**config.mk**
```make
export PLATFORM = sky130hd
export DESIGN_NAME = ex_muldiv_seq
export DESIGN_NICKNAME = d
export VERILOG_FILES = /design/src/rtl/ex_muldiv_seq.sv
export SDC_FILE = /design/constraint.sdc
export NUM_CORES = 1
export LEC_CHECK = 0
export CAP_MARGIN = 15
export CORE_MARGIN = 3
export CORE_UTILIZATION = 48
export CTS_BUF_LIST = sky130_fd_sc_hd__clkbuf_4 sky130_fd_sc_hd__clkbuf_8 sky130_fd_sc_hd__clkbuf_16
export DETAILED_ROUTE_END_ITERATION = 12
export PLACE_DENSITY = 0.67
export SLEW_MARGIN = 0
export SYNTH_ARGS = -nofsm -noshare
export SYNTH_HDL_FRONTEND = slang
export SYNTH_SLANG_ARGS = --single-unit
```
**constraint.sdc**
```tcl
create_clock -name clk -period 8.5 [get_ports clk]
set_input_delay 1.7 -clock clk [delete_from_list [all_inputs] [get_ports clk]]
set_output_delay 1.7 -clock clk [all_outputs]
set_load 0.02 [all_outputs]
```
**src/rtl/ex_muldiv_seq.sv**
```systemverilog
// ex_muldiv_seq: iterative RV32M multiply/divide sequencer for the EX stage.
// Operands are latched when an M-op enters EX. The unit then runs a shift-add
// multiplier or a restoring divider for DATA_W cycles and stalls the upstream
// pipeline while it does. A one-cycle done_o pulse carries the result to the
// EX/MEM register, and a flush aborts the operation without a done_o.
// Optional feature macro: EX_MULDIV_PAIR_CACHE_EN. When it is defined, the
// full result of the last normal operation is kept, so the companion op
// (DIV/REM, MULH/MUL, ...) on the same operands completes in one cycle.
module ex_muldiv_seq #(
    parameter int DATA_W = 32,
    parameter int CNT_W  = 6
) (
    input  logic              clk,
    input  logic              reset_n,
    input  logic              start_i,
    input  logic [2:0]        op_i,
    input  logic [DATA_W-1:0] rs1_i,
    input  logic [DATA_W-1:0] rs2_i,
    input  logic              flush_i,
    output logic              stall_o,
    output logic              busy_o,
    output logic              done_o,
    output logic [DATA_W-1:0] result_o
);

    localparam logic [2:0] OP_MUL    = 3'd0;
    localparam logic [2:0] OP_MULH   = 3'd1;
    localparam logic [2:0] OP_MULHSU = 3'd2;
    localparam logic [2:0] OP_MULHU  = 3'd3;
    localparam logic [2:0] OP_DIV    = 3'd4;
    localparam logic [2:0] OP_DIVU   = 3'd5;
    localparam logic [2:0] OP_REM    = 3'd6;
    localparam logic [2:0] OP_REMU   = 3'd7;

    localparam logic [DATA_W-1:0]   ZERO_W   = {DATA_W{1'b0}};
    localparam logic [DATA_W-1:0]   ONE_W    = {{(DATA_W-1){1'b0}}, 1'b1};
    localparam logic [DATA_W-1:0]   ALL_ONES = {DATA_W{1'b1}};
    localparam logic [DATA_W-1:0]   MIN_NEG  = {1'b1, {(DATA_W-1){1'b0}}};
    localparam logic [2*DATA_W-1:0] ONE_DW   = {{(2*DATA_W-1){1'b0}}, 1'b1};
    localparam logic [CNT_W-1:0]    CNT_ONE  = {{(CNT_W-1){1'b0}}, 1'b1};
    localparam logic [CNT_W-1:0]    CNT_LAST = CNT_W'(DATA_W - 1);

    typedef enum logic [1:0] {
        ST_IDLE = 2'd0,
        ST_CALC = 2'd1,
        ST_DONE = 2'd2
    } state_t;

    // Conditional two's-complement negation, single width.
    function automatic logic [DATA_W-1:0] neg_w(input logic [DATA_W-1:0] v, input logic en);
        return en ? (~v + ONE_W) : v;
    endfunction

    // Conditional two's-complement negation, double width (full product).
    function automatic logic [2*DATA_W-1:0] neg_dw(input logic [2*DATA_W-1:0] v, input logic en);
        return en ? (~v + ONE_DW) : v;
    endfunction

    state_t              state_r;
    logic [CNT_W-1:0]    cnt_r;
    logic [2:0]          op_r;
    logic [2*DATA_W-1:0] acc_r;     // mul: {product_hi, multiplier}; div: {remainder, quotient}
    logic [DATA_W-1:0]   opb_r;     // multiplicand or divisor magnitude
    logic                neg_hi_r;  // negate product / remainder
    logic                neg_lo_r;  // negate quotient
    logic                done_r;
    logic [DATA_W-1:0]   result_r;

    logic                sign1_s;
    logic                sign2_s;
    logic [DATA_W-1:0]   mag1_s;
    logic [DATA_W-1:0]   mag2_s;
    logic                div_zero_s;
    logic                ovf_s;
    logic [DATA_W-1:0]   special_res_s;
    logic                neg_hi_s;
    logic                neg_lo_s;
    logic                accept_s;
    logic                calc_last_s;

    logic [DATA_W:0]     mul_sum_s;
    logic [DATA_W:0]     div_shift_s;
    logic [DATA_W:0]     div_diff_s;
    logic [2*DATA_W-1:0] acc_step_s;
    logic [2*DATA_W-1:0] prod_fin_s;
    logic [DATA_W-1:0]   quo_fin_s;
    logic [DATA_W-1:0]   rem_fin_s;
    logic [DATA_W-1:0]   calc_res_s;

    logic                cache_hit_s;
    logic [DATA_W-1:0]   cache_res_s;

    assign accept_s    = (state_r == ST_IDLE) && start_i && !flush_i;
    assign calc_last_s = (cnt_r == CNT_LAST);

    assign stall_o  = accept_s || (state_r == ST_CALC);
    assign busy_o   = (state_r != ST_IDLE);
    assign done_o   = done_r;
    assign result_o = result_r;

    // Decode the incoming op: operand signs, magnitudes and special-case results.
    always_comb begin
        sign1_s = 1'b0;
        sign2_s = 1'b0;
        case (op_i)
            // MUL is treated as signed x signed so its full product matches MULH.
            OP_MUL, OP_MULH, OP_DIV, OP_REM: begin
                sign1_s = rs1_i[DATA_W-1];
                sign2_s = rs2_i[DATA_W-1];
            end
            OP_MULHSU: begin
                sign1_s = rs1_i[DATA_W-1];
                sign2_s = 1'b0;
            end
            default: begin
                sign1_s = 1'b0;
                sign2_s = 1'b0;
            end
        endcase
        mag1_s     = neg_w(rs1_i, sign1_s);
        mag2_s     = neg_w(rs2_i, sign2_s);
        neg_lo_s   = sign1_s ^ sign2_s;
        neg_hi_s   = op_i[2] ? sign1_s : (sign1_s ^ sign2_s);
        div_zero_s = op_i[2] && (rs2_i == ZERO_W);
        ovf_s      = ((op_i == OP_DIV) || (op_i == OP_REM)) &&
                     (rs1_i == MIN_NEG) && (rs2_i == ALL_ONES);
        if (div_zero_s) begin
            special_res_s = op_i[1] ? rs1_i : ALL_ONES;
        end else if (ovf_s) begin
            special_res_s = op_i[1] ? ZERO_W : MIN_NEG;
        end else begin
            special_res_s = ZERO_W;
        end
    end

    // One shift-add or restoring-divide step, plus sign fix-up and result select.
    always_comb begin
        mul_sum_s   = {1'b0, acc_r[2*DATA_W-1:DATA_W]} +
                      (acc_r[0] ? {1'b0, opb_r} : {1'b0, ZERO_W});
        div_shift_s = acc_r[2*DATA_W-1:DATA_W-1];
        div_diff_s  = div_shift_s - {1'b0, opb_r};
        if (op_r[2]) begin
            if (div_diff_s[DATA_W]) begin
                acc_step_s = {div_shift_s[DATA_W-1:0], acc_r[DATA_W-2:0], 1'b0};
            end else begin
                acc_step_s = {div_diff_s[DATA_W-1:0], acc_r[DATA_W-2:0], 1'b1};
            end
        end else begin
            acc_step_s = {mul_sum_s, acc_r[DATA_W-1:1]};
        end
        prod_fin_s = neg_dw(acc_step_s, neg_hi_r);
        quo_fin_s  = neg_w(acc_step_s[DATA_W-1:0], neg_lo_r);
        rem_fin_s  = neg_w(acc_step_s[2*DATA_W-1:DATA_W], neg_hi_r);
        case (op_r)
            OP_MUL:                        calc_res_s = prod_fin_s[DATA_W-1:0];
            OP_MULH, OP_MULHSU, OP_MULHU:  calc_res_s = prod_fin_s[2*DATA_W-1:DATA_W];
            OP_DIV, OP_DIVU:               calc_res_s = quo_fin_s;
            OP_REM, OP_REMU:               calc_res_s = rem_fin_s;
            default:                       calc_res_s = ZERO_W;
        endcase
    end

`ifdef EX_MULDIV_PAIR_CACHE_EN
    logic                cache_vld_r;
    logic [DATA_W-1:0]   cache_rs1_r;
    logic [DATA_W-1:0]   cache_rs2_r;
    logic [2:0]          cache_cls_r;
    logic [2*DATA_W-1:0] cache_data_r;  // full product, or {remainder, quotient}

    // Ops sharing a class share one full result (MUL rides with MULH).
    function automatic logic [2:0] op_class(input logic [2:0] op);
        case (op)
            OP_MUL, OP_MULH: return 3'd0;
            OP_MULHSU:       return 3'd1;
            OP_MULHU:        return 3'd2;
            OP_DIV, OP_REM:  return 3'd4;
            OP_DIVU, OP_REMU: return 3'd5;
            default:         return 3'd7;
        endcase
    endfunction

    // Look up the incoming op and pick the low or high half of the stored result.
    always_comb begin
        cache_hit_s = cache_vld_r && (rs1_i == cache_rs1_r) && (rs2_i == cache_rs2_r) &&
                      (op_class(op_i) == cache_cls_r);
        if ((op_i == OP_MUL) || (op_i[2] && !op_i[1])) begin
            cache_res_s = cache_data_r[DATA_W-1:0];
        end else begin
            cache_res_s = cache_data_r[2*DATA_W-1:DATA_W];
        end
    end

    // Capture the tag at issue and the full result on normal completion.
    always_ff @(posedge clk) begin
        if (!reset_n) begin
            cache_vld_r  <= 1'b0;
            cache_rs1_r  <= ZERO_W;
            cache_rs2_r  <= ZERO_W;
            cache_cls_r  <= 3'd0;
            cache_data_r <= {2*DATA_W{1'b0}};
        end else if (accept_s && !div_zero_s && !ovf_s && !cache_hit_s) begin
            cache_vld_r <= 1'b0;
            cache_rs1_r <= rs1_i;
            cache_rs2_r <= rs2_i;
            cache_cls_r <= op_class(op_i);
        end else if ((state_r == ST_CALC) && flush_i) begin
            cache_vld_r <= 1'b0;
        end else if ((state_r == ST_CALC) && calc_last_s) begin
            cache_vld_r  <= 1'b1;
            cache_data_r <= op_r[2] ? {rem_fin_s, quo_fin_s} : prod_fin_s;
        end
    end
`else
    assign cache_hit_s = 1'b0;
    assign cache_res_s = ZERO_W;
`endif

    // Sequencer FSM: operand latch, iteration, completion pulse, flush abort.
    always_ff @(posedge clk) begin
        if (!reset_n) begin
            state_r  <= ST_IDLE;
            cnt_r    <= {CNT_W{1'b0}};
            op_r     <= 3'd0;
            acc_r    <= {2*DATA_W{1'b0}};
            opb_r    <= ZERO_W;
            neg_hi_r <= 1'b0;
            neg_lo_r <= 1'b0;
            done_r   <= 1'b0;
            result_r <= ZERO_W;
        end else begin
            done_r <= 1'b0;
            case (state_r)
                ST_IDLE: begin
                    if (accept_s) begin
                        op_r     <= op_i;
                        cnt_r    <= {CNT_W{1'b0}};
                        acc_r    <= {ZERO_W, mag1_s};
                        opb_r    <= mag2_s;
                        neg_hi_r <= neg_hi_s;
                        neg_lo_r <= neg_lo_s;
                        if (div_zero_s || ovf_s) begin
                            result_r <= special_res_s;
                            done_r   <= 1'b1;
                            state_r  <= ST_DONE;
                        end else if (cache_hit_s) begin
                            result_r <= cache_res_s;
                            done_r   <= 1'b1;
                            state_r  <= ST_DONE;
                        end else begin
                            state_r <= ST_CALC;
                        end
                    end else begin
                        state_r <= ST_IDLE;
                    end
                end
                ST_CALC: begin
                    if (flush_i) begin
                        state_r <= ST_IDLE;
                    end else begin
                        acc_r <= acc_step_s;
                        cnt_r <= cnt_r + CNT_ONE;
                        if (calc_last_s) begin
                            result_r <= calc_res_s;
                            done_r   <= 1'b1;
                            state_r  <= ST_DONE;
                        end
                    end
                end
                ST_DONE: begin
                    // The op leaves EX this cycle; a start seen here is the same op.
                    state_r <= ST_IDLE;
                end
                default: begin
                    state_r <= ST_IDLE;
                end
            endcase
        end
    end

endmodule

```
Yosys cells after proc, flatten, opt, wreduce, memory -nomap -nowiden. Cells that the tools add are included.

Register bits after elaboration: 142. Bits in latches: 0. Memory bits (writable): 0. ROM bits: 0. Input port bits: 71. Output and inout port bits: 35. Word-level logic and storage cells: 103. Memories kept: 0.

Add/subtract/negate cells: 8. Multiply operators: 0. Div/mod/pow operators: 0. Order comparisons: 0. Eq/ne operators: 20. Shift operators: 0. Multiplexer cells: 37. Bitwise logic cells: 6. Reduce and logical (&&, ||, !) cells: 23.

Operators by type and width (number): 32-bit two-way mux (13); 64-bit two-way mux (5); 32-bit by 1-bit adder with 32-bit output, second input constant (4); 32-bit inverter (4); 32-bit case mux with 4 select lines (1); 64-bit case mux with 2 select lines (1); 64-bit by 1-bit adder with 64-bit output, second input constant (1); 32-bit == test, second input constant (2); 64-bit inverter (1); 32-bit case mux with 2 select lines (1); 32-bit by 32-bit adder with 33-bit output (1); 33-bit by 32-bit subtractor with 33-bit output (1); 32-bit zero test (1); 3-bit == test, second input constant (6); 6-bit two-way mux (2); 6-bit case mux with 2 select lines (1); 3-bit by 2-bit == test with 1-bit output, second input constant (3); 2-bit two-way mux (4); 1-bit two-way mux (7); 6-bit by 1-bit adder with 6-bit output, second input constant (1); 3-bit by 1-bit == test with 1-bit output, second input constant (2); 6-bit by 5-bit == test with 1-bit output, second input constant (1); 3-bit zero test (2); 2-bit != test, second input constant (3); 18 further kinds (26).

Logic depth before layout (Yosys ltp). Gate-level depths: netlist of run 1.

Depth in word-level cells: 10. Mapped depth: 24. Depth with buffers taken out: 22.

Worst setup path after synthesis of run 1. Ideal clock, no wire load.

Kind: register to register. Start: register op_r[2]. End: register result_r[26], in the netlist result_o[26]. Library setup time: 121 ps. Data arrival time: 5110 ps. Required time: 8379 ps. Path slack: 3269 ps. Cell stages (with the launch flop): 23. Buffers on the path: 12. Period minus slack after synthesis: 5231 ps. Cell sequence: dfxtp_1 -> buf_2 -> buf_4 -> buf_8 -> clkbuf_8 -> clkbuf_8 -> buf_2 -> clkbuf_8 -> buf_2 -> buf_1 -> buf_1 -> clkbuf_1 -> clkbuf_8 -> mux2i_1 -> ha_1 -> inv_1 -> a311oi_1 -> nand3_1 -> or3_1 -> a211o_2 -> a32o_1 -> a21boi_0 -> o21ai_0.

Longest elaborated chain between the ends: 8. Elaborated cells between the ends (all ways): 25. Classes of those cells: add/sub (3); eq/ne (7); mux (8); bitwise (3); reduce/logical (4).

Ends and longest elaborated chain: start: declaration (line 61) `logic [2:0] op_r;`; start signal: assignment (line 235) `op_r <= op_i;`; 64-bit two-way mux (line 142) `if (op_r[2]) begin`; 64-bit inverter / 32-bit inverter (equally long branches) (line 56, 51); 64-bit by 1-bit adder with 64-bit output / 32-bit by 1-bit adder with 32-bit output (equally long branches) (line 56, 51); 64-bit two-way mux / 32-bit two-way mux (equally long branches) (line 56, 51); 32-bit case mux with 4 select lines (*) (line 154) `case (op_r)`; 32-bit two-way mux (*) (line 262) `if (calc_last_s) begin`; 32-bit two-way mux (*) (line 257) `if (flush_i) begin`; 32-bit case mux with 2 select lines (*) (line 232) `case (state_r)`; end signal: assignment (line 242) `result_r <= special_res_s;`; end signal: assignment (line 246) `result_r <= cache_res_s;`; end signal: assignment (line 263) `result_r <= calc_res_s;`; end: declaration (line 67) `logic [DATA_W-1:0] result_r;`.

Mark *: on every way between the ends. The rest lies on a longest branch, timed or not. The select of a mux whose other input is x is not followed. A chain may end at the register's enable or synchronous reset.

Final worst setup path of run 1.
Start: input rs2_i[0]. End: register result_r[22], in the netlist result_o[22].

Longest elaborated chain between the ends: 7. Elaborated cells between the ends (all ways): 12. Classes of those cells: eq/ne (2); mux (5); reduce/logical (5).

Ends and longest elaborated chain: start: declaration (line 18) `input logic [DATA_W-1:0] rs2_i,`; 32-bit == test (line 126) `(rs1_i == MIN_NEG) && (rs2_i == ALL_ONES);`; 1-bit logical AND (line 126); 32-bit two-way mux (line 129) `end else if (ovf_s) begin`; 32-bit two-way mux (line 127) `if (div_zero_s) begin`; 32-bit two-way mux (line 241) `if (div_zero_s || ovf_s) begin`; 32-bit two-way mux (line 234) `if (accept_s) begin`; 32-bit case mux with 2 select lines (line 232).

Several ways; a longest one is shown, not always the timed one. The select of a mux whose other input is x is not followed.

==> flow_summary.json, run 1 <==
{
  "synthArstFlopShare_pct": 0,
  "fillers": 3310,
  "crit_end": "result_o[22]$_SDFFE_PN0P_",
  "post_cts_buffers": 0,
  "register_area_um2": 2850,
  "die_x_um": 189,
  "layout_commonest_cell": "nor2_1",
  "drt-met1-wl_um": 27000,
  "synth_edf_count": 0,
  "crit_required_ns": 8.88,
  "area_growth_pct": 10.3,
  "ant_nets": 0,
  "dr_total_vias": 18357,
  "cap_violations": 0,
  "grt_usage_pct": 35.1,
  "r2r_setup_slack_ns": 2.18,
  "clock.fmax_mhz": 157,
  "cts_tree": "built",
  "cp-start-kind": "input port",
  "max-vdd-ir-drop_mv": 0.149,
  "ys_seq_area_share_pct": 17.7,
  "routed.top_layer": "met4",
  "grt_pass1_vias": 16592,
  "powerDensity_nw_per_um2": 125,
  "hold_viol_final": 0,
  "syn-instance-count": 2278,
  "cp.arrival_ns": 6.75,
  "post_cts_resized": 0,
  "dp_hpwl_um": 49500,
  "period_needed_ns": 6.37,
  "syn_nets": 2421,
  "synthFlopType": "dfxtp_1",
  "fin_util_pct": 54.0,
  "wl_per_cell_um": 23.6,
  "clock_latency_ns": 0.46,
  "vias_per_cell": 6.69,
  "setup_tns_ns": 0,
  "drc": 0,
  "r2r-start": "acc_r[31]$_SDFFE_PN0P_",
  "die_h_um": 189,
  "num_rows": 66,
  "outcome": "finished, final reports clean",
  "setup_viol": 0,
  "routed_wl_um": 64800,
  "synth.avg_cell_area_um2": 7.05,
  "drt-pass1-iter-count": 9,
  "critPathCaptureType": "flip-flop",
  "start_util_pct": 49.0,
  "routabilityCongestion": 1.11,
  "ctsHoldBuffers": 0,
  "critical_path.max_fanout": 38,
  "ios": 106,
  "nets": 2430,
  "slew_headroom_pct": 27.8,
  "power.leakage_nw": 6.49,
  "critPathKind": "in2reg",
  "hold_class": "reg2reg",
  "clock_skew_ns": 0.0189,
  "portBuffers": 105,
  "whs_ns": 0.456,
  "drive_above_1_share_pct": 5.91,
  "ys_ff_latch": 142,
  "tightest_slew_ns": 1.08,
  "grt_overflow": 0,
  "floorplan.core_area_um2": 32800,
  "timing.rr.end": "result_o[20]$_SDFFE_PN0P_",
  "fin_crit_sh_pct": 75.0,
  "clock-sinks": 142,
  "root_buffer": "clkbuf_16",
  "ys_warn_count": 0,
  "antenna_found_initial": 1,
  "syn_area_um2": 16000,
  "r2r_cells": 21,
  "grt_pass1_wl_um": 98200,
  "rsz0062_at_grt": "false",
  "htreeDepth": 4,
  "cts.path.max_buffers": 2,
  "wl_met2_um": 26800,
  "dieArea_um2": 35700,
  "grt_max_degree": 88,
  "routed-wl-met3_um": 8350,
  "most-common-layout-cells": "nor2_1, nand2_1, a21oi_1",
  "numCtsBuffers": 17,
  "crit_start": "rs2_i[0]",
  "timing.final.max_slew_violations": 0,
  "drt-initial-drc-count": 2395,
  "synth.distinct_cells": 105,
  "clk_pin_slew_worst_paths_ns": 0.06,
  "multi_input_area_um2": 12200
}
## through the flow
| step | setup slack (ns) | cell area, µm² | instances | total power [W] |
|---|---|---|---|---|
| final | 2.13 | 17700 | 2743 | 0.00220 |
| after global routing | 1.89 | 17700 | 2742 | 0.00229 |
| after CTS | 2.28 | 17700 | 2742 | 0.00218 |
| after detailed placement | 1.85 | 17200 | 2710 | 0.00147 |
| after global placement | 2.08 | 17200 | 2710 | 0.00146 |
| after floorplan | 3.27 | 16000 | 2278 | 0.00123 |
## cell usage after synthesis, types with 18 or more instances
cell type,instances,area share (%)
a211oi_1,59,2.8
a21o_1,42,2.0
a21oi_1,196,6.1
a22oi_1,34,1.6
a31oi_1,35,1.4
and2_1,48,1.9
clkbuf_1,92,2.2
dfxtp_1,142,18
ha_1,70,5.5
inv_1,71,1.7
mux2i_1,35,2.2
nand2_1,241,5.6
nand3_1,52,1.6
nand4_1,34,1.3
nor2_1,253,5.9
nor3_1,62,1.9
o211ai_1,52,2.4
o21a_1,18,0.84
o21ai_0,155,4.8
o22ai_1,18,0.70
o31ai_1,24,1.1
or3_1,29,1.1
xnor2_1,95,5.2
xor2_1,72,3.9
## worst min path at each step
| stage | from | endpoint | slack (ns) | cells past startpoint |
|---|---|---|---|---|
| finish | result_o[10]$_SDFFE_PN0P_ | result_o[10]$_SDFFE_PN0P_ | 0.46 | 2 |
| global route | result_o[10]$_SDFFE_PN0P_ | result_o[10]$_SDFFE_PN0P_ | 0.49 | 2 |
| CTS | result_o[10]$_SDFFE_PN0P_ | result_o[10]$_SDFFE_PN0P_ | 0.45 | 2 |
| detailed placement | result_o[10]$_SDFFE_PN0P_ | result_o[10]$_SDFFE_PN0P_ | 0.45 | 2 |
| global placement | result_o[10]$_SDFFE_PN0P_ | result_o[10]$_SDFFE_PN0P_ | 0.46 | 2 |
| floorplan | opb_r[24]$_SDFFE_PN0P_ | opb_r[24]$_SDFFE_PN0P_ | 0.44 | 2 |
## logic make-up after synthesis
logic type,count (synthesis),share of synthesized area [%]
XOR/XNOR,167,9.11
AO/OA/AOI/OAI,818,34.3
buffers and inverters,213,6.21
multiplexers,46,2.95
flip-flops,142,17.7
AND/OR/NAND/NOR,820,24.0
adder cells (fa/ha/maj),72,5.71
## cell type report
class / instances / area share (%)
multi-input combinational: 1923 / 69.2
sequential: 142 / 16.1
timing repair buffer: 131 / 7.04
inverter: 72 / 1.53
tap: 442 / 3.12
antenna: 1 / 0.0141
clock buffer: 19 / 2.52
clock inverter: 13 / 0.523
## per-layer routing
metal	vias to the layer above	GRT usage (%)
met5	-	0
met4	0	13.5
met3	195	12.0
met2	1101	50.8
met1	8580	48.1
li1	8481	-
## flip-flops by register name, summed over array words and instances (netlist names)
name and count:
opb_r 32, cnt_r 6, neg_lo_r 1, neg_hi_r 1, acc_r 64, state_r 2
done_o 1, op_r 3, result_o 32
## worst max-delay path, stage by stage
cell and delay (ns):
clkdlybuf4s50_1 0.49, inv_1 0.09, ha_1 0.17, or3b_2 0.49
nor4_1 0.59, and2_1 0.30, nand2_1 0.13, or3_1 0.40
nor2_1 0.21, buf_4 0.26, a21oi_1 0.18, o21ai_2 0.20
buf_4 0.36, nand2_1 0.29, a21oi_1 0.28, o211ai_1 0.15
a311o_1 0.32, o21ai_1 0.12
## power by group
| part | switching (W) | total, W | internal, W |
|---|---|---|---|
| clock network | 0.000331 | 0.000714 | 0.000384 |
| logic | 0.000502 | 0.000757 | 0.000255 |
| registers | 0.0000434 | 0.000733 | 0.000690 |
Note: power is estimated with default switching activity, not from simulation.
==> run 2, diff against run 1 <==
==> constraint.sdc (replaced) <==
create_clock -name clk -period 6.42 [get_ports clk]
set_input_delay 1.284 -clock clk [delete_from_list [all_inputs] [get_ports clk]]
set_output_delay 1.284 -clock clk [all_outputs]
set_load 0.02 [all_outputs]
==> flow_summary.json, run 2 (synthesis gave the netlist of run 1 again) <==
{
  "numCtsBuffers": 17,
  "grt_util_met1_pct": 54.8,
  "dieArea_um2": 35700,
  "seqPwrFrac_pct": 32.1,
  "drc": 0,
  "antenna_found_initial": 3,
  "tightest_slew_ns": 1.07,
  "fillers": 3283,
  "switching_share_pct": 39.8,
  "drt-initial-drc-count": 2270,
  "cts.path.max_buffers": 2,
  "rsz0062_at_grt": "false",
  "floorplan.core_area_um2": 32800,
  "busiest_layer": "met2",
  "die_x_um": 189,
  "clk_pin_slew_worst_paths_ns": 0.08,
  "setup_viol": 0,
  "p_int_w": 0.00181,
  "met2_usage_pct": 55.4,
  "crit_required_ns": 6.75,
  "dp_hpwl_um": 53500,
  "most-common-layout-cells": "nor2_1, nand2_1, a21oi_1",
  "cpMostUsedCell": "inv_1",
  "start_util_pct": 49.0,
  "diodes": 0,
  "clock-sinks": 142,
  "ant_nets": 0,
  "layout_commonest_cell": "nor2_1",
  "setup_tns_ns": 0,
  "hold_class": "reg2reg",
  "grt_pass1_wl_um": 104000,
  "routed_wl_um": 69400,
  "area_growth_pct": 12.0,
  "drive_above_1_share_pct": 7.16,
  "portBuffers": 105,
  "cp.buffers_inverters": 3,
  "use_met3_pct": 9.44,
  "post_cts_buffers": 0,
  "grt_usage_pct": 37.8,
  "die_h_um": 189,
  "hold_viol_final": 0,
  "period_needed_ns": 5.90,
  "max-vdd-ir-drop_mv": 0.235,
  "crit_family": "compound AO/OA/AOI/OAI gates",
  "grt_max_degree": 88,
  "cts_tree": "built",
  "critPathKind": "reg2reg",
  "clock.fmax_mhz": 170,
  "clock_latency_ns": 0.46,
  "critPathCaptureType": "flip-flop",
  "root_buffer": "clkbuf_16",
  "vias_per_cell": 6.68,
  "wl_per_cell_um": 25.0,
  "post_cts_resized": 0,
  "critical_path.max_fanout": 25,
  "cp-start-kind": "flip-flop",
  "clock_skew_ns": 0.0155,
  "outcome": "finished, final reports clean",
  "dr_total_vias": 18523,
  "fin_cells": 2773,
  "ctsHoldBuffers": 0,
  "drt-pass1-iter-count": 5,
  "multi_input_area_um2": 12200,
  "switchingPower_w": 0.00120,
  "htreeDepth": 4,
  "timing.final.max_slew_violations": 0,
  "ios": 106,
  "cap_violations": 0,
  "cp.arrival_ns": 6.23,
  "num_rows": 66,
  "dpl.cell_count": 2741,
  "grt_overflow": 0,
  "powerDensity_nw_per_um2": 168,
  "cpMaxStageDelayCell": "or3_1",
  "power.leakage_nw": 6.66,
  "path_cells": "inv_1, ha_1, inv_1, fa_1, a211oi_1, o211ai_2, nand4_2, a21o_1, nand2_2, nand2_2, o21ai_0, mux2i_1, ha_1, inv_1, a311oi_1, nand3_1, or3_1, a211o_2, a32o_1, a21boi_0, o21ai_0",
  "power_frac_comb_pct": 34.6,
  "largest_reg_flops": 64,
  "p_clk_share_pct": 33.3,
  "nets": 2461,
  "grt_pass1_vias": 16655,
  "slew_headroom_pct": 28.2,
  "largest_register": "acc_r",
  "fin_crit_sh_pct": 91.9,
  "slowest_delay_ns": 0.49,
  "routabilityCongestion": 1.02,
  "register_area_um2": 2850
}
==> run 2: layout make-up <==
cell class / count / area share [%]
flip-flops and latches: 142 / 15.8
multi-input cells: 1923 / 68.1
repair buffers: 162 / 8.30
clock buffers: 18 / 2.44
inverters: 72 / 1.51
clock inverters: 14 / 0.752
well taps: 442 / 3.08
==> run 2: worst paths after layout <==
check / depth (start not counted) / startpoint / slack [ns] / to
setup reg to reg: 21 / acc_r[31]$_SDFFE_PN0P_ / 0.52 / result_o[26]$_SDFFE_PN0P_
hold reg to reg: 2 / result_o[28]$_SDFFE_PN0P_ / 0.46 / result_o[28]$_SDFFE_PN0P_
setup / recovery: 21 / acc_r[31]$_SDFFE_PN0P_ / 0.52 / result_o[26]$_SDFFE_PN0P_
hold / removal: 2 / result_o[28]$_SDFFE_PN0P_ / 0.46 / result_o[28]$_SDFFE_PN0P_
==> run 2: worst register-to-register path, delay by kind of cell, from the launching register on <==
family / cells / cell delay, ns
compound gates: 9 / 2.39
fa+ha+maj: 3 / 0.85
buf+inv: 3 / 0.24
flops: 1 / 0.33
mux: 1 / 0.23
simple gates: 5 / 1.75
==> run 2: layer usage <==
metal	vias to the layer above	wire (µm)
met5	-	16
met3	139	8640
met1	8732	30100
met2	1133	28600
li1	8517	-
met4	2	2090
==> run 2: per-stage QoR <==
stage | hold slack, ns | worst slack, ns | utilization (%) | area (µm²) | total power [W]
2_1_floorplan | 0.440 | 1.19 | - | 16000 | 0.00163
4_1_cts | 0.458 | 0.639 | 54.8 | 18000 | 0.00298
6_report | 0.457 | 0.521 | 54.8 | 18000 | 0.00301
3_5_place_dp | 0.448 | 0.546 | 53.1 | 17400 | 0.00198
5_1_grt | 0.478 | 0.0950 | 54.8 | 18000 | 0.00312
3_3_place_gp | 0.445 | 0.736 | 53.1 | 17400 | 0.00198
==> run 2: power groups by stage <==
stage	registers, W	logic [W]	clock network, W
floorplan	0.000954	0.000678	0
global placement	0.000982	0.000993	0
detailed placement	0.000983	0.000999	0
CTS	0.000963	0.00100	0.00101
global route	0.000969	0.00111	0.00104
finish	0.000967	0.00104	0.00100
==> run 3, diff against run 2 <==
--- a/config.mk
+++ b/config.mk
@@ -15,3 +15,4 @@
 export SYNTH_ARGS = -nofsm -noshare
 export SYNTH_HDL_FRONTEND = slang
 export SYNTH_SLANG_ARGS = --single-unit
+export TNS_END_PERCENT = 100
==> results of run 3 <==
Final layout, timing and power as in run 2 (identical DEF).
